<file path="config.mk">
export PLATFORM = sky130hd
export DESIGN_NAME = stack_drain_reader
export DESIGN_NICKNAME = d
export VERILOG_FILES = /design/src/rtl/stack_drain_reader.sv
export SDC_FILE = /design/constraint.sdc
export NUM_CORES = 1
export LEC_CHECK = 0
export BUFFER_PORTS_ARGS = -buffer_cell sky130_fd_sc_hd__buf_4
export CAP_MARGIN = 5
export CORE_MARGIN = 2
export CORE_UTILIZATION = 56
export CTS_CLUSTER_DIAMETER = 60
export DETAILED_ROUTE_END_ITERATION = 8
export PLACE_DENSITY = 0.81
export SKIP_CTS_REPAIR_TIMING = 1
export SLEW_MARGIN = 40
export SYNTH_ARGS = -nofsm -noshare
export SYNTH_HDL_FRONTEND = slang
export SYNTH_SLANG_ARGS = --single-unit
export TNS_END_PERCENT = 10
</file>
<file path="constraint.sdc">
create_clock -name clk -period 3.6 [get_ports clk]
set_input_delay 0.72 -clock clk [delete_from_list [all_inputs] [get_ports clk]]
set_output_delay 0.72 -clock clk [all_outputs]
set_load 0.005 [all_outputs]
</file>
<file path="src/rtl/stack_drain_reader.sv">
// stack_drain_reader: consumer side of the LED stack interface.
// Pops a LIFO either one entry at a time (single) or as a paced full drain
// (start), latching each popped value onto the LEDs for HOLD_CYCLES cycles.
// Optional build macro STACK_DRAIN_BLANK_EN: adds a BLANK phase of
// HOLD_CYCLES cycles (LEDs dark) after every HOLD so repeated values stay
// visibly separated.
//
// Handshake: the stack presents s_rd_data whenever s_empty=0; s_pop is a
// one-cycle strobe decoded from the POP state, and the value on s_rd_data
// during that cycle is the one consumed on the closing edge.
module stack_drain_reader #(
    parameter int WIDTH       = 8,
    parameter int HOLD_CYCLES = 50000000
) (
    input  logic             clk,
    input  logic             reset_n,
    input  logic             start,
    input  logic             single,
    input  logic             abort,
    input  logic             s_empty,
    input  logic [WIDTH-1:0] s_rd_data,
    output logic             s_pop,
    output logic [WIDTH-1:0] led,
    output logic             led_valid,
    output logic             busy,
    output logic             done,
    output logic             underflow,
    output logic [7:0]       pop_count,
    output logic [2:0]       dbg_state_o
);

    localparam int CW = $clog2(HOLD_CYCLES + 1);
    localparam logic [CW-1:0] HOLD_LOAD = CW'(HOLD_CYCLES - 1);

    localparam logic [2:0] IDLE  = 3'd0;
    localparam logic [2:0] CHECK = 3'd1;
    localparam logic [2:0] POP   = 3'd2;
    localparam logic [2:0] HOLD  = 3'd3;
    localparam logic [2:0] DONE  = 3'd4;
`ifdef STACK_DRAIN_BLANK_EN
    localparam logic [2:0] BLANK = 3'd5;
`endif

    logic [2:0]       state_q, state_d;
    logic             single_q, single_d;   // current pop came from a single request
    logic [CW-1:0]    hold_q, hold_d;
    logic [WIDTH-1:0] led_q;
    logic             led_valid_q;
    logic [7:0]       pop_count_q;
    logic             underflow_q;

    // Next-state and hold-counter logic for the drain FSM.
    always_comb begin
        state_d  = state_q;
        single_d = single_q;
        hold_d   = hold_q;
        case (state_q)
            IDLE: begin
                if (start) begin
                    state_d  = CHECK;
                    single_d = 1'b0;
                end else if (single && !s_empty) begin
                    state_d  = POP;
                    single_d = 1'b1;
                end
            end
            CHECK: begin
                if (abort)        state_d = IDLE;
                else if (s_empty) state_d = DONE;
                else              state_d = POP;
            end
            POP: begin
                hold_d  = HOLD_LOAD;
                state_d = (single_q || abort) ? IDLE : HOLD;
            end
            HOLD: begin
                if (abort) begin
                    state_d = IDLE;
                end else if (hold_q == '0) begin
`ifdef STACK_DRAIN_BLANK_EN
                    state_d = BLANK;
                    hold_d  = HOLD_LOAD;
`else
                    state_d = CHECK;
`endif
                end else begin
                    hold_d = hold_q - CW'(1);
                end
            end
`ifdef STACK_DRAIN_BLANK_EN
            BLANK: begin
                if (abort)               state_d = IDLE;
                else if (hold_q == '0)   state_d = CHECK;
                else                     hold_d  = hold_q - CW'(1);
            end
`endif
            DONE:    state_d = IDLE;
            default: state_d = IDLE;
        endcase
    end

    // FSM state registers.
    always_ff @(posedge clk or negedge reset_n) begin
        if (!reset_n) begin
            state_q  <= IDLE;
            single_q <= 1'b0;
            hold_q   <= '0;
        end else begin
            state_q  <= state_d;
            single_q <= single_d;
            hold_q   <= hold_d;
        end
    end

    // LED latch, pop counter and underflow pulse.
    always_ff @(posedge clk or negedge reset_n) begin
        if (!reset_n) begin
            led_q       <= '0;
            led_valid_q <= 1'b0;
            pop_count_q <= '0;
            underflow_q <= 1'b0;
        end else begin
            underflow_q <= (state_q == IDLE) && !start && single && s_empty;
            if (state_q == IDLE && start) begin
                pop_count_q <= '0;
            end
            if (state_q == POP) begin
                led_q       <= s_rd_data;
                led_valid_q <= 1'b1;
                if (pop_count_q != 8'hFF) pop_count_q <= pop_count_q + 8'd1;
            end
`ifdef STACK_DRAIN_BLANK_EN
            if (state_q == HOLD && hold_q == '0 && !abort) begin
                led_q       <= '0;
                led_valid_q <= 1'b0;
            end
`endif
        end
    end

    assign s_pop       = (state_q == POP);
    assign busy        = (state_q != IDLE);
    assign done        = (state_q == DONE);
    assign led         = led_q;
    assign led_valid   = led_valid_q;
    assign pop_count   = pop_count_q;
    assign underflow   = underflow_q;
    assign dbg_state_o = state_q;

endmodule

</file>
==> results of run 1 <==
-- power groups by stage --
stage / Combinational, W / Sequential (W) / Clock (W)
after floorplan: 0.000273 / 0.000714 / 0
after global placement: 0.000474 / 0.000733 / 0
after detailed placement: 0.000485 / 0.000735 / 0
after CTS: 0.000487 / 0.000728 / 0.000321
after global routing: 0.000540 / 0.000744 / 0.000343
final: 0.000479 / 0.000727 / 0.000314
-- synth_stat cells, drive strengths merged, types with 3 or more instances --
library cell / count / area share (%)
clkbuf: 8 / 1.2
a21oi: 13 / 2.6
o211ai: 8 / 2.6
nand3: 11 / 2.2
inv: 7 / 1.1
nor3b: 3 / 0.91
xor2: 11 / 3.9
nor2b: 3 / 0.76
nor4: 7 / 2.0
or3: 7 / 1.8
or4: 13 / 4.3
o31ai: 10 / 3.0
nand2: 41 / 6.2
o21ai: 14 / 3.0
dfrtp: 48 / 49
buf: 5 / 1.3
nor2: 17 / 2.6
nor3: 10 / 2.0
-- stage by stage --
stage | instances | hold WS [ps] | total power [W] | setup slack (ps) | util, %
finish | 348 | 419.1 | 0.001520 | 612.9 | 66.49
global placement | 340 | 451.6 | 0.001206 | 818.2 | 64.45
global route | 348 | 454.6 | 0.001627 | 468.0 | 66.49
CTS | 348 | 433.7 | 0.001537 | 602.6 | 66.49
floorplan | 262 | 424.4 | 0.0009874 | 1085 | -
detailed placement | 340 | 468.5 | 0.001220 | 707.2 | 64.45
-- worst max-delay path by stage --
| stage | to | slack, ps | depth (start not counted) |
|---|---|---|---|
| floorplan | hold_q[22] | 1090 | 9 |
| global placement | hold_q[25] | 820 | 7 |
| detailed placement | hold_q[25] | 710 | 7 |
| CTS | s_pop | 600 | 3 |
| global route | s_pop | 470 | 3 |
| finish | s_pop | 610 | 3 |
-- routing by layer --
| metal | share of wire [%] | track usage (%) |
|---|---|---|
| met1 | 45 | 30.17 |
| met2 | 50 | 33.96 |
| met3 | 4.1 | 5.628 |
| met4 | 1.0 | 8.333 |
| met5 | 0 | 0 |
-- critical path, stage by stage (launching register included) --
cell and delay, ps:
dfrtp_1 510, or3b_2 800, inv_1 440, buf_4 200
-- cell families after synthesis --
group / count (synthesis) / synth area share [%]
AOI/OAI and AO/OA: 54 / 15.08
xor gates and xnor gates: 13 / 4.605
adders and majority gates: 2 / 1.012
buffers and inverters: 20 / 3.593
DFF: 48 / 48.58
muxes: 2 / 0.8097
and+or+nand+nor: 123 / 26.32
-- cell type report --
class / count / area (um2)
Inverter: 7 / 26.28
Timing Repair Buffer: 39 / 292.8
Fill cell: 360 / 1439
Tap cell: 52 / 65.06
Multi-Input combinational cell: 194 / 1182
Clock inverter: 3 / 18.77
Clock buffer: 5 / 68.82
Sequential cell: 48 / 1201
-- flip-flops by register name, indices dropped and copies added, names as in the netlist --
signal,cells
hold_q,26
led,8
pop_count,8
dbg_state_o,3
led_valid,1
single_q,1
underflow,1
==> results.yml, run 1 <==
run_status:
  status: "completed"
die:
  rows: 24
  core_region_area_um2: 4294
  die_w_um: 70.45
  ioPinCount: 38
  die-area_um2: 4963
  start_util_pct: 57.58
  die_y_um: 70.45
finish:
  area_delta_synth_final_pct: 15.49
  fin_area_um2: 2855
  nets: 311
  drive_gt1_share_pct: 19.59
  layout_common_cells: "dfrtp_1, nand2_1, buf_4"
  final_common_cell: "dfrtp_1"
  insertedDiodeCount: 0
pwr:
  p_switching_w: 0.0005343
  intPower_w: 0.0009854
  p_leak_nw: 1.149
  p_clk_share_pct: 20.6
  p_per_area_nw_per_um2: 532.2
  power_frac_comb_pct: 31.5
  switching_share_pct: 35.16
  p_seq_share_pct: 47.9
  ir_drop_uv: 317.4
setup_path:
  r2r_cells: 7
  r2r-start: "hold_q[0]"
  worstSetupEndpointType: "output pin"
  ff2ff_setup_slack_ps: 640
  worst-path-max-fanout: 29
  path_class: "reg2out"
  cp-startpoint: "dbg_state_o[0]"
  cp.required_ps: 2880
  reg2reg_to: "hold_q[25]"
  crit_path_start_kind: "flop"
  cp.arrival_ps: 2270
timing:
  clock_skew_ps: 11.01
  rsz0062_at_grt: "no"
  hold_viol: 0
  finalCritPeriodShare_pct: 82.98
  drv_slew: 0
  min_period_ps: 2987
  relSlewSlack_pct: 58.63
  worst_pin_slew_ps: 620.5
  finalSetupTns_ps: 0
  setup_violations: 0
  fmax_mhz: 334.8
global_route:
  grt_pass1_vias: 1904
  grt_remaining_overflow: 0
  grt_start_max_net_pins: 49
  grt_pass1_wl_mm: 8.763
  grtUsageTotal_pct: 22.09
  antenna_found_initial: 0
clock_network:
  htreeDepth: 2
  clk_latency_ps: 300
  cts-root-buf: "clkbuf_8"
  cts.reportedPaths.clkPinSlew_ps: 90
  cts_tree: "built"
  numCtsBuffers: 5
  clock-sinks: 48
  cts.path.max_buffers: 2
synth:
  syn_area_per_cell_um2: 9.437
  yosysWarnings: 0
  post_synth_num_cell_types: 46
  ys.flop_type: "dfrtp_1"
  ys_ff_latch: 48
  synth-seq-area-share_pct: 48.58
  synth_cells: 262
  syn_area_um2: 2472
  synth_edf_count: 0
  synthArstFlopShare_pct: 100.0
  syn-num-nets: 278
route:
  viasPerCell: 5.963
  finalWirelength_mm: 5.196
  ant_nets: 0
  wl_per_cell_um: 14.93
  first_pass_iters: 4
  drt_iter0_drc: 142
  via_count: 2075
  drc: 0
min_path:
  holdCritPathClass: "in2async"
place:
  gp_congestion: 0.8038
  io_buffers: 37
  postPlaceCellArea_um2: 2768
  dp_hpwl_mm: 3.593
job:
  cap_violations: 0
Note: power is estimated with default switching activity, not from simulation.
==> inputs of run 2 (changes only) <==
--- a/config.mk
+++ b/config.mk
@@ -8,10 +8,10 @@
 export BUFFER_PORTS_ARGS = -buffer_cell sky130_fd_sc_hd__buf_4
 export CAP_MARGIN = 5
 export CORE_MARGIN = 2
-export CORE_UTILIZATION = 56
+export CORE_UTILIZATION = 51
 export CTS_CLUSTER_DIAMETER = 60
 export DETAILED_ROUTE_END_ITERATION = 8
-export PLACE_DENSITY = 0.81
+export PLACE_DENSITY = 0.78
 export SKIP_CTS_REPAIR_TIMING = 1
 export SLEW_MARGIN = 40
 export SYNTH_ARGS = -nofsm -noshare
==> constraint.sdc (replaced) <==
create_clock -name clk -period 2.6 [get_ports clk]
set_input_delay 0.52 -clock clk [delete_from_list [all_inputs] [get_ports clk]]
set_output_delay 0.52 -clock clk [all_outputs]
set_load 0.005 [all_outputs]
==> results.yml, run 2 (synthesis gave the netlist of run 1 again) <==
timing:
  hold_viol: 0
  worst_pin_slew_ps: 601.0
  fmax_mhz: 394.8
  setup_violations: 0
  timing.hold.ws_ps: 221.4
  clock_skew_ps: 7.111
  drv_slew: 0
  min_period_ps: 2533
  rsz0062_at_grt: "yes"
  finalCritPeriodShare_pct: 97.41
  setup_ws_ps: 67.34
  relSlewSlack_pct: 59.93
clock_network:
  cts_tree: "built"
  cts.reportedPaths.clkPinSlew_ps: 90
  clock-sinks: 48
  clk_latency_ps: 310
  cts-root-buf: "clkbuf_8"
  cts.path.max_buffers: 2
  numCtsBuffers: 5
  htreeDepth: 2
min_path:
  holdCritPathClass: "in2async"
finish:
  top_register: "hold_q"
  insertedDiodeCount: 0
  nets: 327
  layout_common_cells: "buf_4, dfrtp_1, nand2_1"
  post-route-util_pct: 64.03
  drive_gt1_share_pct: 25.00
  largest_reg_flops: 26
  fill_cells: 398
  area_delta_synth_final_pct: 21.51
  final_common_cell: "buf_4"
setup_path:
  crit_path_start_kind: "flop"
  cpMostUsedCell: "or4b_4"
  worstSetupEndpointType: "flop"
  r2r_cells: 8
  crit_path_top_delay_cell: "or4b_4"
  r2r-start: "hold_q[1]"
  cp.required_ps: 2790
  worst-path-max-fanout: 9
  cp_cell_sequence: "inv_1, ha_1, or4b_4, or4b_4, buf_4, o21ai_2, nor4_1, or3_1"
  reg2reg_to: "hold_q[5]"
  cp.arrival_ps: 2720
  ff2ff_setup_slack_ps: 70
  critPathBufInv: 2
  critPathTopFamily: "simple AND/OR/NAND/NOR gates"
  path_class: "reg2reg"
  cpPeakStageDelay_ps: 570
route:
  wl_per_cell_um: 14.61
  drc: 0
  first_pass_iters: 4
  drt_iter0_drc: 114
  viasPerCell: 5.970
  ant_nets: 0
  finalWirelength_mm: 5.348
  via_count: 2185
die:
  die-area_um2: 5421
  start_util_pct: 52.69
  ioPinCount: 38
  rows: 25
  die_y_um: 73.63
  die_w_um: 73.63
  core_region_area_um2: 4692
global_route:
  grt_start_max_net_pins: 49
  antenna_found_initial: 0
  grt_pass1_vias: 2022
  grt_pass1_wl_mm: 8.832
  grtUsageTotal_pct: 20.84
  grt_remaining_overflow: 0
pwr:
  p_leak_nw: 1.216
  fin_total_pwr_w: 0.002195
  ir_drop_uv: 624.8
  p_per_area_nw_per_um2: 730.7
place:
  dp_hpwl_mm: 3.684
  io_buffers: 37
  pre_cts_ws_ps: 9.984
  gp_congestion: 0.7613
run_status:
  status: "completed"
job:
  cap_violations: 0
run 2: cell types whose count changed in the layout (fill, tap and decap cells not counted), sizes merged:
cell,previous run,this run
buf,39,55
clkinvlp,0,2
clkinv,3,1
run 2: through the flow:
step	cell area (um2)	TNS [ps]	cells
after floorplan	2472	0	262
after global placement	2890	0	358
after detailed placement	2890	0	358
after CTS	2983	-53.38	366
after global routing	3004	-20.18	366
final	3004	0	366
run 2: routing by layer:
| metal | up-vias | global-route usage, % | share of wire [%] |
|---|---|---|---|
| met4 | 0 | 8.081 | 1.2 |
| li1 | 1053 | - | - |
| met2 | 41 | 34.33 | 50 |
| met3 | 7 | 3.704 | 2.9 |
| met5 | - | 0 | 0 |
| met1 | 1084 | 27.30 | 46 |
run 2: worst register-to-register path: cells and delay by family, from the launching register on:
kind,cells,cell delay [ps]
adders and majority gates,1,170
DFF,1,400
AOI/OAI and AO/OA,1,130
and+or+nand+nor,4,1430
buffers and inverters,2,290
run 2: worst max path at each step:
stage | start | endpoint | slack, ps | cells after the start
after global routing | hold_q[1] | hold_q[5] | -10 | 8
after detailed placement | hold_q[1] | hold_q[5] | 10 | 8
after global placement | hold_q[1] | hold_q[5] | 130 | 8
after floorplan | hold_q[0] | hold_q[22] | 90 | 9
after CTS | hold_q[1] | hold_q[5] | -30 | 8
final | hold_q[1] | hold_q[5] | 70 | 8
run 2: cell type report:
cell class                 instances  area, um2  area share [%]
inverter                           7      26.28          0.8746
clock inverter                     3      23.77          0.7913
multi-input combinational        194       1204           40.07
sequential                        48       1201           39.98
timing repair buffer              55      412.9           13.74
clock buffer                       5      68.82           2.291
tap                               54      67.56           2.249
run 2: power by group:
group	leakage [nW]	total [W]	switching [W]	internal, W
logic	0.621	0.000770	0.000408	0.000362
clock network	0.0404	0.000451	0.000260	0.000191
registers	0.555	0.000974	0.000101	0.000873
